## config.mk

```make
export PLATFORM = sky130hd
export DESIGN_NAME = bcd_serial_to_bin
export DESIGN_NICKNAME = d
export VERILOG_FILES = /design/src/rtl/bcd_serial_to_bin.sv
export SDC_FILE = /design/constraint.sdc
export NUM_CORES = 1
export LEC_CHECK = 0
export ABC_AREA = 1
export CORE_UTILIZATION = 56
export CTS_CLUSTER_SIZE = 10
export DETAILED_ROUTE_END_ITERATION = 12
export HOLD_SLACK_MARGIN = 0.15
export PLACE_DENSITY_LB_ADDON = 0.08
export SLEW_MARGIN = 20
export SYNTH_ARGS = -nofsm -noshare
export SYNTH_HDL_FRONTEND = slang
export SYNTH_SLANG_ARGS = --single-unit
```

## constraint.sdc

```tcl
create_clock -name clk -period 2.49 [get_ports clk]
set_input_delay 0.3735 -clock clk [delete_from_list [all_inputs] [get_ports clk]]
set_output_delay 0.3735 -clock clk [all_outputs]
set_load 0.1 [all_outputs]
```

## src/rtl/bcd_serial_to_bin.sv

```systemverilog
// bcd_serial_to_bin: folds a stream of BCD digits (MSD first, one per
// handshake) into an unsigned binary value, acc = acc*10 + digit, and
// presents each completed frame on a held output handshake. Digits > 9
// are flagged and folded as 0; digits beyond NDIG are flagged and dropped.
module bcd_serial_to_bin #(
    parameter int NDIG  = 4,
    parameter int OUT_W = 14
) (
    input  logic             clk,
    input  logic             rst_n,
    input  logic             in_valid,
    output logic             in_ready,
    input  logic [3:0]       in_digit,
    input  logic             in_last,
    output logic             out_valid,
    input  logic             out_ready,
    output logic [OUT_W-1:0] out_value,
    output logic [3:0]       out_count,
    output logic             out_err,
    output logic             out_ovf
);

    typedef enum logic {
        COLLECT = 1'b0,
        HOLD    = 1'b1
    } state_t;

    localparam logic [3:0] NDIG_C = 4'(NDIG);

    state_t           state_q, state_d;
    logic [OUT_W-1:0] acc_q, acc_d;
    logic [3:0]       count_q, count_d;
    logic             err_q, err_d;
    logic             ovf_q, ovf_d;
    logic             out_valid_q, out_valid_d;
    logic [OUT_W-1:0] out_value_q, out_value_d;
    logic [3:0]       out_count_q, out_count_d;
    logic             out_err_q, out_err_d;
    logic             out_ovf_q, out_ovf_d;

    logic             accept;
    logic             digit_bad;
    logic [3:0]       digit_eff;
    logic [OUT_W-1:0] acc_mac;

    assign in_ready  = (state_q == COLLECT);
    assign accept    = in_valid & in_ready;
    assign out_valid = out_valid_q;
    assign out_value = out_value_q;
    assign out_count = out_count_q;
    assign out_err   = out_err_q;
    assign out_ovf   = out_ovf_q;

    // Digit sanitising and the multiply-by-ten accumulate (x*8 + x*2 + d).
    always_comb begin
        digit_bad = (in_digit > 4'd9);
        digit_eff = digit_bad ? 4'd0 : in_digit;
        acc_mac   = (acc_q << 3) + (acc_q << 1) + OUT_W'(digit_eff);
    end

    // Next-state and datapath update: fold digits in COLLECT, hold the result in HOLD.
    always_comb begin
        logic [OUT_W-1:0] acc_n;
        logic [3:0]       count_n;
        logic             err_n;
        logic             ovf_n;

        state_d     = state_q;
        acc_d       = acc_q;
        count_d     = count_q;
        err_d       = err_q;
        ovf_d       = ovf_q;
        out_valid_d = out_valid_q;
        out_value_d = out_value_q;
        out_count_d = out_count_q;
        out_err_d   = out_err_q;
        out_ovf_d   = out_ovf_q;
        acc_n       = acc_q;
        count_n     = count_q;
        err_n       = err_q;
        ovf_n       = ovf_q;

        case (state_q)
            COLLECT: begin
                if (accept) begin
                    err_n = err_q | digit_bad;
                    if (count_q < NDIG_C) begin
                        acc_n   = acc_mac;
                        count_n = count_q + 4'd1;
                    end else begin
                        // Frame already full: drop the digit, remember the overflow.
                        ovf_n = 1'b1;
                    end
                    acc_d   = acc_n;
                    count_d = count_n;
                    err_d   = err_n;
                    ovf_d   = ovf_n;
                    if (in_last) begin
                        // Result includes the effect of this final digit.
                        state_d     = HOLD;
                        out_valid_d = 1'b1;
                        out_value_d = acc_n;
                        out_count_d = count_n;
                        out_err_d   = err_n;
                        out_ovf_d   = ovf_n;
                    end
                end
            end
            HOLD: begin
                if (out_ready) begin
                    state_d     = COLLECT;
                    out_valid_d = 1'b0;
                    acc_d       = '0;
                    count_d     = 4'd0;
                    err_d       = 1'b0;
                    ovf_d       = 1'b0;
                end
            end
            default: begin
                state_d = COLLECT;
            end
        endcase
    end

    // State and data registers, all cleared asynchronously on reset.
    always_ff @(posedge clk or negedge rst_n) begin
        if (!rst_n) begin
            state_q     <= COLLECT;
            acc_q       <= '0;
            count_q     <= 4'd0;
            err_q       <= 1'b0;
            ovf_q       <= 1'b0;
            out_valid_q <= 1'b0;
            out_value_q <= '0;
            out_count_q <= 4'd0;
            out_err_q   <= 1'b0;
            out_ovf_q   <= 1'b0;
        end else begin
            state_q     <= state_d;
            acc_q       <= acc_d;
            count_q     <= count_d;
            err_q       <= err_d;
            ovf_q       <= ovf_d;
            out_valid_q <= out_valid_d;
            out_value_q <= out_value_d;
            out_count_q <= out_count_d;
            out_err_q   <= out_err_d;
            out_ovf_q   <= out_ovf_d;
        end
    end

endmodule

```

Word-level counts from Yosys, hierarchy flattened
Index checks and enable logic that the tools add are counted.

Register bits after elaboration: 42. Bits of input ports: 9.

Add/sub/neg operators: 3. Magnitude comparators: 2. Equality and inequality tests: 3. Mux-type cells: 22. Bitwise logic cells: 3. Reductions and logical operators: 3.

Operators with widths (number): 14-bit 2-to-1 mux (3); 14-bit one-hot mux with 2 select lines (1); 4-bit 2-to-1 mux (4); 14-bit adder (1); 14-bit by 4-bit adder with 14-bit output (1); 1-bit 2-to-1 mux (9); 1-bit one-hot mux with 2 select lines (4); 4-bit one-hot mux with 2 select lines (1); 3-bit AND reduction (2); 4-bit by 1-bit adder with 4-bit output, second input constant (1); 4-bit > comparator, second input constant (1); 4-bit by 3-bit less-than comparator with 1-bit output, second input constant (1); 2-bit by 1-bit != test with 1-bit output, second input constant (2); 2-bit != test, second input constant (1); 2-bit AND reduction (1); 1-bit AND (1); 1-bit NOT (1); 1-bit bitwise OR (1).

Longest topological paths before layout
Depth in word-level cells: 6. Depth in mapped cells: 15.

Least setup slack after synthesis
Ideal clock, no wire load.

Kind: input port to flip-flop. From: input in_digit[2]. To: register acc_q[6]. Library setup time: 0.132 ns. Data arrival time: 2.269 ns. Setup slack: 0.089 ns. Stages: 12. Buffers on the path: 0. Cell sequence: o21ai_0 -> nand2_1 -> fa_1 -> inv_1 -> fa_1 -> nand2_1 -> nand3_2 -> nand2_1 -> xor2_1 -> nand2_1 -> o21ai_1 -> o21ai_1.

Word-level cells in the longest chain between the ends: 6.

RTL lines: start: declaration (line 13) `input logic [3:0] in_digit,`; 4-bit > comparator (line 56) `digit_bad = (in_digit > 4'd9);`; 4-bit 2-to-1 mux * (line 57) `digit_eff = digit_bad ? 4'd0 : in_digit;`; 14-bit by 4-bit adder with 14-bit output * (line 58) `acc_mac = (acc_q << 3) + (acc_q << 1) + OUT_W'(digit_eff);`; 14-bit 2-to-1 mux * (line 87) `if (count_q < NDIG_C) begin`; 14-bit 2-to-1 mux * (line 85) `if (accept) begin`; 14-bit one-hot mux with 2 select lines * (line 83) `case (state_q)`; end signal: assignment (line 129) `acc_q <= '0;`; end signal: assignment (line 140) `acc_q <= acc_d;`; end: declaration (line 31) `logic [OUT_W-1:0] acc_q, acc_d;`.

Every way passes the cells marked *; elsewhere a longest branch is shown, timed or not. The select of a mux whose other input is x is not followed. A chain may end at the register's enable or synchronous reset.

Worst setup path after layout
Same ends and word-level chain as after synthesis.

==> reports/results.tsv <==
metric	value	unit
status	completed	
wl	6050	um
root_buffer	clkbuf_8	
finalClockSkew	10.6	ps
dieArea	0.00500	mm2
wl_per_cell	14.0	um
drtAntennaViolNets	0	
cp-start-kind	input port	
dr.pass1.iters	4	
fmax	450	MHz
drc	0	
fin_crit_sh	0.892	
rrSetupSlack	290	ps
tightest_slew	926	ps
yosysWarnings	0	
cap_violations	0	
synth_edf_count	0	
nets	412	
core_area	0.00444	mm2
via_count	2292	
min_period	2220	ps
antennaDiodeCount	0	
syn_area_per_cell	7.85	um2
met1_length	2730	um
slew_headroom	0.383	
cts_tree	yes	
setup_viol_count_final	0	
most-common-layout-cells	nand2_1, dfrtp_1, inv_1, buf_4, nand3_1	
met2WireLength	3010	um
fin_ws	269	ps
start_util	0.595	
hpwlAfterDp	4400	um
cts_sinks	42	
synth_cell_types	31	
yosysSeqAreaShare	0.397	
async_flop_share	1.00	
die_h	70.7	um
via_per_inst	5.32	
port_buffers	30	
drt_iter0_drc	110	
rsz0062_at_grt	false	
timing.final.max_slew_violations	0	
antenna_found_initial	0	
netlist_area	0.00265	mm2
area_growth	19.7	%
ys.flop_type	dfrtp_1	
overflow	0	
grt_max_degree	43	
clk_pin_slew	90	ps
cts_buffers	5	
layout_commonest_cell	nand2_1	
place_ws	-491	ps
syn-instance-count	337	
top_layer	met4	
cp_max_fo	3	
rows	24	
grt_pass1_vias	2229	
hp-class	input port to async pin	
grt_usage	0.262	
critical_path_arrival	2400	ps
finalHoldViolCount	0	
end_kind	register	
clk_path_buf_depth	2	
path_class	input port to register	
grt_pass1_wl	10100	um
cp_data_required_time	2670	ps
htree_levels	2	
syn-num-nets	371	
wl_met3	231	um
ys_ff_latch	42	
drive_above_1_share	0.206	
insertion_delay	300	ps
die_w	70.7	um
cts-hold-fix-buffers	0	
io_pins	31	
routabilityCongestion	0.830	
synth_stat cells, drive strengths merged, types with 3 or more instances:
library cell    n  area, um2
o21ai          22        114
or2             5       31.3
nor2           20       92.6
a21oi           7       38.8
dfrtp          42       1050
o22ai           7       43.8
xnor2           3       26.3
nand2         111        429
nand4           3       18.8
buf             5       37.5
inv            46        175
ha             23        288
nand3          30        180
through the flow:
stage / area (um2) / TNS, ps / std cells / util / hold WS, ps
final: 3170 / 0 / 431 / 0.712 / 205
after global routing: 3170 / 0 / 431 / 0.712 / 274
after CTS: 3120 / -16.4 / 431 / 0.702 / 227
after detailed placement: 2980 / -7970 / 423 / 0.671 / 472
after global placement: 2980 / -6460 / 423 / 0.671 / 462
after floorplan: 2650 / 0 / 337 / - / 77.9
flip-flops by register name (all words and copies together) (netlist names):
register and count:
acc_q 14, ovf_q 1, out_count 4, out_valid 1
out_ovf 1, state_q 1, err_q 1, out_value 14
out_err 1, count_q 4
kinds of logic after synthesis:
group,Yosys count,share of synthesized area
AND/OR/NAND/NOR,171,0.290
flip-flops,42,0.397
XOR/XNOR,5,0.0166
AO/OA/AOI/OAI,42,0.0903
adder cells (fa/ha/maj),25,0.124
buffers and inverters,52,0.0818
area by class of cell:
type	instances	area, um2
clock buffers	5	68.8
clock inverters	3	45.0
flip-flops and latches	42	1050
inverters	46	175
repair buffers	40	323
fillers	371	1280
multi-input cells	243	1440
well taps	52	65.1
worst max-delay path, cell delays in order:
cell and delay (ps):
dlymetal6s2s_1 140, o21ai_2 170, nand2_2 70, fa_1 550
inv_2 60, fa_2 360, nand2_2 100, nand3_4 90
nand2_2 70, xor2_1 140, nand2_1 110, o21ai_2 100
o21ai_1 80
metal layers:
metal	global-route usage	up-vias
li1	-	1172
met1	0.333	1056
met2	0.455	56
met3	0.0499	8
met4	0.0822	0
met5	0	-
path summary, 6_finish.rpt:
path,endpoint,from,depth (start not counted)
setup / recovery,acc_q[6],in_digit[2],13
hold / removal,out_count[2],rst_n,1
setup reg to reg,acc_q[6],acc_q[2],11
hold reg to reg,out_value[13],out_value[13],2
max in group asynchronous,acc_q[3],rst_n,1
min in group clk,out_value[13],out_value[13],2
repair_timing:
item	in CTS	in global routing
buffers inserted	0	0
endpoints found under the setup margin	17	20
gates cloned	0	0
gates resized for setup	5	12
pin swaps	1	6
hold endpoints to repair	0	0
Power is left out: the tool's default activity adds up to more than one toggle a clock period on the data nets, which glitch-free logic cannot reach.
==> edit 1 (same flow settings) <==
Change the parameter `OUT_W` from 14 to 7.
--- a/src/rtl/bcd_serial_to_bin.sv
+++ b/src/rtl/bcd_serial_to_bin.sv
@@ -4,7 +4,7 @@
 // are flagged and folded as 0; digits beyond NDIG are flagged and dropped.
 module bcd_serial_to_bin #(
     parameter int NDIG  = 4,
-    parameter int OUT_W = 14
+    parameter int OUT_W = 7
 ) (
     input  logic             clk,
     input  logic             rst_n,
Interface: changed (resized out_value); port bits go from 31 to 24. The function was not compared with the original's and may differ.
==> edit 1 against the unedited design <==
Sequential cell count shrank 14. Via count shrank 47%. First-iteration DRC count shrank 84%. Routed wire length shrank 49%. Area after synthesis shrank 43%. Final area shrank 43%. Setup slack lost 80 ps. Utilization grew 0.25 points. Non-clock buffer count shrank 14. Critical path type unchanged.
==> edit 1: results (changes against the unedited design) <==
| Metric | Value |
|---|---|
| Status | `finished clean` |
| Synth Area in XOR/XNOR | `0.579% (-1.1 points)` |
| Clock transition at path regs | `160 ps (+70 ps)` |
| Register area share after synthesis | `46.3% (+6.5 points)` |
| First-pass GRT wire length | `5230 µm (-48%)` |
| Highest-delay cell along the critical path | `clkdlybuf4s50_1` |
| Top post-synthesis cells by area | `dfrtp_1 (46%), nand2_1 (10%), ha_1 (7.4%), inv_1 (6.0%), o21ai_2 (4.6%)` |
| Layout cells sized above 1 | `23.1% (+2.5 points)` |
| Via density | `5.28 (-0.72%)` |
| Later-pin clock latency in the skew report | `330 ps (+30 ps)` |
| Clock Skew | `8.75 ps (-1.82 ps)` |
| Worst EP arrival | `2560 ps (+160 ps)` |
| DR iter-0 viols | `18 (-84%)` |
| Total CTS buffers | `3 (-2)` |
| IO Port Bufs | `23 (-23%)` |
| Synth top area share | `46.3% (+6.5 points)` |
| GRT Util Overall | `24.9% (-1.4 points)` |
| Net count after synthesis | `191 (-49%)` |
| Slowest Stage Delay on Critical Path | `520 ps (-30 ps)` |
| # H-tree levels | `1 (-1)` |
| Mapped Cells | `171 (-49%)` |
| Compound-cell area share of the yosys netlist | `16.4% (+7.4 points)` |
| Dpl hpwl | `2220 µm (-49%)` |
| Routed WL | `3080 µm (-49%)` |
| Slew at the pin with the worst max-slew slack | `349 ps (-577 ps)` |
| Avg WL per Cell | `13.5 µm (-4.1%)` |
| Gpl congestion | `0.828 (-0.31%)` |
| Fillers | `213 (-43%)` |
| Netlist cell types | `20 (-35%)` |
| Final net count | `220 (-47%)` |
| Commonest cells post-synth | `nand2_1 (42), dfrtp_1 (28), inv_1 (24)` |
==> edit 1: cell count changes in the layout (fill, tap and decap cells not counted), moves of 5 or more <==
| cell | unedited run | this run |
|---|---|---|
| buf_4 | 32 | 18 |
| nand3_2 | 6 | 0 |
| inv_1 | 40 | 24 |
| nand2_1 | 102 | 42 |
| clkbuf_8 | 5 | 0 |
| nor2_1 | 17 | 6 |
| o22ai_1 | 7 | 0 |
| o21ai_2 | 3 | 9 |
| dfrtp_1 | 42 | 28 |
| nand3_1 | 23 | 9 |
| ha_1 | 22 | 9 |
| nand2_2 | 9 | 0 |
==> edit 1: layout make-up <==
cell class	count	area, µm²	area share, %
Clock inverter	1	30.0	1.67
Multi-Input combinational cell	112	688	38.2
Sequential cell	28	701	38.9
Timing Repair Buffer	26	215	11.9
Tap cell	30	37.5	2.08
Clock buffer	3	22.5	1.25
Inverter	29	109	6.04
==> edit 1: logic make-up (layout without fill, tap and decap cells) <==
kind of cell | count (synthesis) | in the layout
and+or+nand+nor | 62 | 62
AOI/OAI and AO/OA | 38 | 38
buffers and inverters | 31 | 59
xor gates and xnor gates | 1 | 1
adders and majority gates | 11 | 11
DFF | 28 | 28
==> edit 1: per-stage QoR <==
step	area (µm²)	hold WS [ps]	setup WS (ps)
after CTS	1800	402	173
final	1800	392	189
after detailed placement	1740	459	-171
after floorplan	1510	77.9	383
after global placement	1740	457	-81.9
after global routing	1800	439	0.806
==> edit 1: power by group <==
group | total, mW | leakage [nW] | internal [mW] | switching (mW)
registers | 0.702 | 0.358 | 0.602 | 0.0998
logic | 1.43 | 0.570 | 0.369 | 1.06
clock network | 0.302 | 0.0279 | 0.163 | 0.139
total | 2.43 | 0.957 | 1.13 | 1.30
==> edit 1: metal layers <==
layer  part of all wire, %  global-route usage, %  wire [µm]  vias to the layer above
met4                   1.7                   9.83         53                        0
met1                    45                   31.3       1390                      562
li1                      -                      -          -                      606
met2                    50                   43.6       1550                       35
met3                   3.1                   2.26         95                        6
met5                     0                      0          0                        -
==> edit 1: worst reg2reg max path: cells and delay by family, from the launching register on <==
family / cells / cell delay, ps
AO/OA/AOI/OAI: 3 / 310
flip-flops: 1 / 440
adder cells (fa/ha/maj): 2 / 1060
buffers and inverters: 1 / 140
==> edit 1: final timing paths <==
kind	from	end	slack, ps	depth (start not counted)
min in group clk	out_count[2]	out_count[2]	490	2
hold reg to reg	out_count[2]	out_count[2]	490	2
max in group asynchronous	rst_n	acc_q[1]	1840	2
setup / recovery	in_digit[3]	out_value[3]	190	12
hold / removal	rst_n	out_value[5]	390	2
setup reg to reg	acc_q[2]	acc_q[3]	430	6
==> edit 1: timing repair <==
item | 4_1_cts | 5_1_grt
setup endpoints to repair | 0 | 3
resized for setup | 0 | 2
endpoints found under the hold margin | 0 | 0
==> edit 2 (same flow settings) <==
Without the edit above. Take the reset off `out_value_q` and load it in a clocked block of its own.
--- a/src/rtl/bcd_serial_to_bin.sv
+++ b/src/rtl/bcd_serial_to_bin.sv
@@ -131,7 +131,6 @@
             err_q       <= 1'b0;
             ovf_q       <= 1'b0;
             out_valid_q <= 1'b0;
-            out_value_q <= '0;
             out_count_q <= 4'd0;
             out_err_q   <= 1'b0;
             out_ovf_q   <= 1'b0;
@@ -142,12 +141,15 @@
             err_q       <= err_d;
             ovf_q       <= ovf_d;
             out_valid_q <= out_valid_d;
-            out_value_q <= out_value_d;
             out_count_q <= out_count_d;
             out_err_q   <= out_err_d;
             out_ovf_q   <= out_ovf_d;
         end
     end
 
+    always_ff @(posedge clk) begin
+        out_value_q <= out_value_d;
+    end
+
 endmodule
 
Function: changed (Yosys sat finds a counterexample within 4 cycles, from zero or initial values and one cycle with rst_n low).
==> edit 2 against the unedited design <==
Via count down 7.4%. Setup slack worse by 160 ps. Area after synthesis down 2.6%. Routed wire length down 8.5%. Sequential cell count unchanged. Final area down 2.1%. Sequential share of layout area up 3.0 points. Critical path type unchanged.
==> edit 2: results (changes against the unedited design) <==
| Metric | Value |
|---|---|
| Async SR Flop Fraction | `66.7% (-33 points)` |
| Net count after synthesis | `343 (-7.5%)` |
| Register area share after synthesis | `43.5% (+3.8 points)` |
| Netlist cell types | `30 (-3.2%)` |
| First-pass GRT wire length | `9400 µm (-7.4%)` |
| Later-pin clock latency in the skew report | `roughly 290 ps` |
| Highest-delay cell along the critical path | `fa_2` |
| Status | `finished clean` |
| Global Route met2 Usage | `41.7% (-3.8 points)` |
| Largest net degree at the start of global routing | `29 (-33%)` |
| Worst slew margin | `62.8% (+25 points)` |
| Vias | `2,122 (-7.4%)` |
| Yosys warns | `0 (unchanged)` |
| DRT Pass-1 Iters | `4 (unchanged)` |
| Commonest cells post-synth | `nand2_1 (91), inv_1 (43), dfrtp_1 (28)` |
| Placed Cells | `396 (-6.4%)` |
| Dpl hpwl | `4100 µm (-6.7%)` |
| Top post-synthesis cells by area | `dfrtp_1 (27%), edfxtp_1 (16%), nand2_1 (13%), ha_1 (11%), inv_1 (6.3%)` |
| Layout cells sized above 1 | `20.1% (-0.52 points)` |
| Sw power | `2.17 mW` |
| IO Port Bufs | `30 (unchanged)` |
| Avg Cell Area, Syn | `8.34 µm² (+6.2%)` |
| Slowest Stage Delay on Critical Path | `370 ps (-180 ps)` |
| DR iter-0 viols | `139 (+26%)` |
| Number of diodes | `0 (unchanged)` |
| Setup TNS | `0 ps (unchanged)` |
| GRT Util Overall | `24.4% (-1.9 points)` |
| Final net count | `387 (-6.1%)` |
| CP max FO | `3 (unchanged)` |
| Clock Skew | `9.14 ps (-1.44 ps)` |
| Routing usage on met3 | `6.98% (+2.0 points)` |
| Avg WL per Cell | `13.6 µm (-2.9%)` |
| Post-Synth Adder-Cell Area | `12.7% (+0.33 points)` |
| Gpl congestion | `0.838 (+0.89%)` |
| Number of synthesized flops with an enable pin | `14 (+14)` |
| Met1 usage | `31.8% (-1.5 points)` |
| Synth Area in XOR/XNOR | `2.04% (+0.38 points)` |
| Post-DP Area | `2930 µm² (-1.7%)` |
| Via density | `5.23 (-1.7%)` |
| Compound-cell area share of the yosys netlist | `7.72% (-1.3 points)` |
| Max Root-Sink Buffers | `2 (unchanged)` |
| Worst EP arrival | `2440 ps (+40 ps)` |
| # H-tree levels | `2 (unchanged)` |
| Fillers | `358 (-3.5%)` |
[edit 2: cell count changes in the layout (fill, tap and decap cells not counted), sizes merged, moves of 3 or more]
cell | unedited run | this run
dlymetal6s2s | 3 | 0
edfxtp | 0 | 14
dfrtp | 42 | 28
and2 | 0 | 5
o22ai | 7 | 3
nand2 | 111 | 94
nand3 | 30 | 23
clkbuf | 5 | 9
nor2 | 20 | 16
[edit 2: routing by layer]
| layer | up-vias | share of wire [%] |
|---|---|---|
| li1 | 1080 | - |
| met1 | 1004 | 46 |
| met2 | 36 | 50 |
| met3 | 2 | 3.8 |
| met4 | 0 | 0.18 |
| met5 | - | 0 |
[edit 2: critical path: cells and delay by family]
family,cells,cell delay (ps)
adders and majority gates,3,720
and+or+nand+nor,6,650
buffers and inverters,4,560
AOI/OAI and AO/OA,2,120
[edit 2: metrics by stage]
step           setup slack (ps)  utilization, %
2_1_floorplan              49.2               -
3_3_place_gp               -425            66.9
3_5_place_dp               -481            66.9
4_1_cts                     108            69.9
5_1_grt                   -28.8            70.7
6_report                    110            70.7
[edit 2: cell families after synthesis]
family / Yosys count
AND/OR/NAND/NOR: 150
buffers and inverters: 51
flip-flops: 42
AO/OA/AOI/OAI: 35
adder cells (fa/ha/maj): 25
XOR/XNOR: 6
[edit 2: path summary, 6_finish.rpt]
kind                        startpoint      endpoint  slack [ps]  depth (start not counted)
max reg2reg                   acc_q[0]  out_value[8]         160                         10
min in group clk               out_ovf       out_ovf         480                          2
max                        in_digit[3]  out_value[8]         110                         15
min                              rst_n      acc_q[7]         460                          2
min reg2reg                    out_ovf       out_ovf         480                          2
max in group asynchronous        rst_n  out_count[1]        1750                          2
[edit 2: power groups by stage]
stage	registers (mW)	clock network (mW)	logic [mW]
after floorplan	1.75	0	1.38
after global placement	1.16	0	2.50
after detailed placement	1.16	0	2.55
after CTS	1.15	0.524	2.58
after global routing	1.17	0.564	2.90
final	1.15	0.520	2.64
[edit 2: layout make-up]
type                       instances  area share, %
multi-input combinational        216           42.0
timing repair buffer              41           10.6
tap                               52           2.10
sequential                        42           36.2
clock buffer                       7           2.46
clock inverter                     1          0.969
inverter                          47           5.69
[edit 2: repair_timing]
action / in CTS / in global routing
pin swaps: 4 / 11
endpoints found under the setup margin: 14 / 8
setup buffers: 1 / 1
resized for setup: 8 / 12
gates cloned: 0 / 0
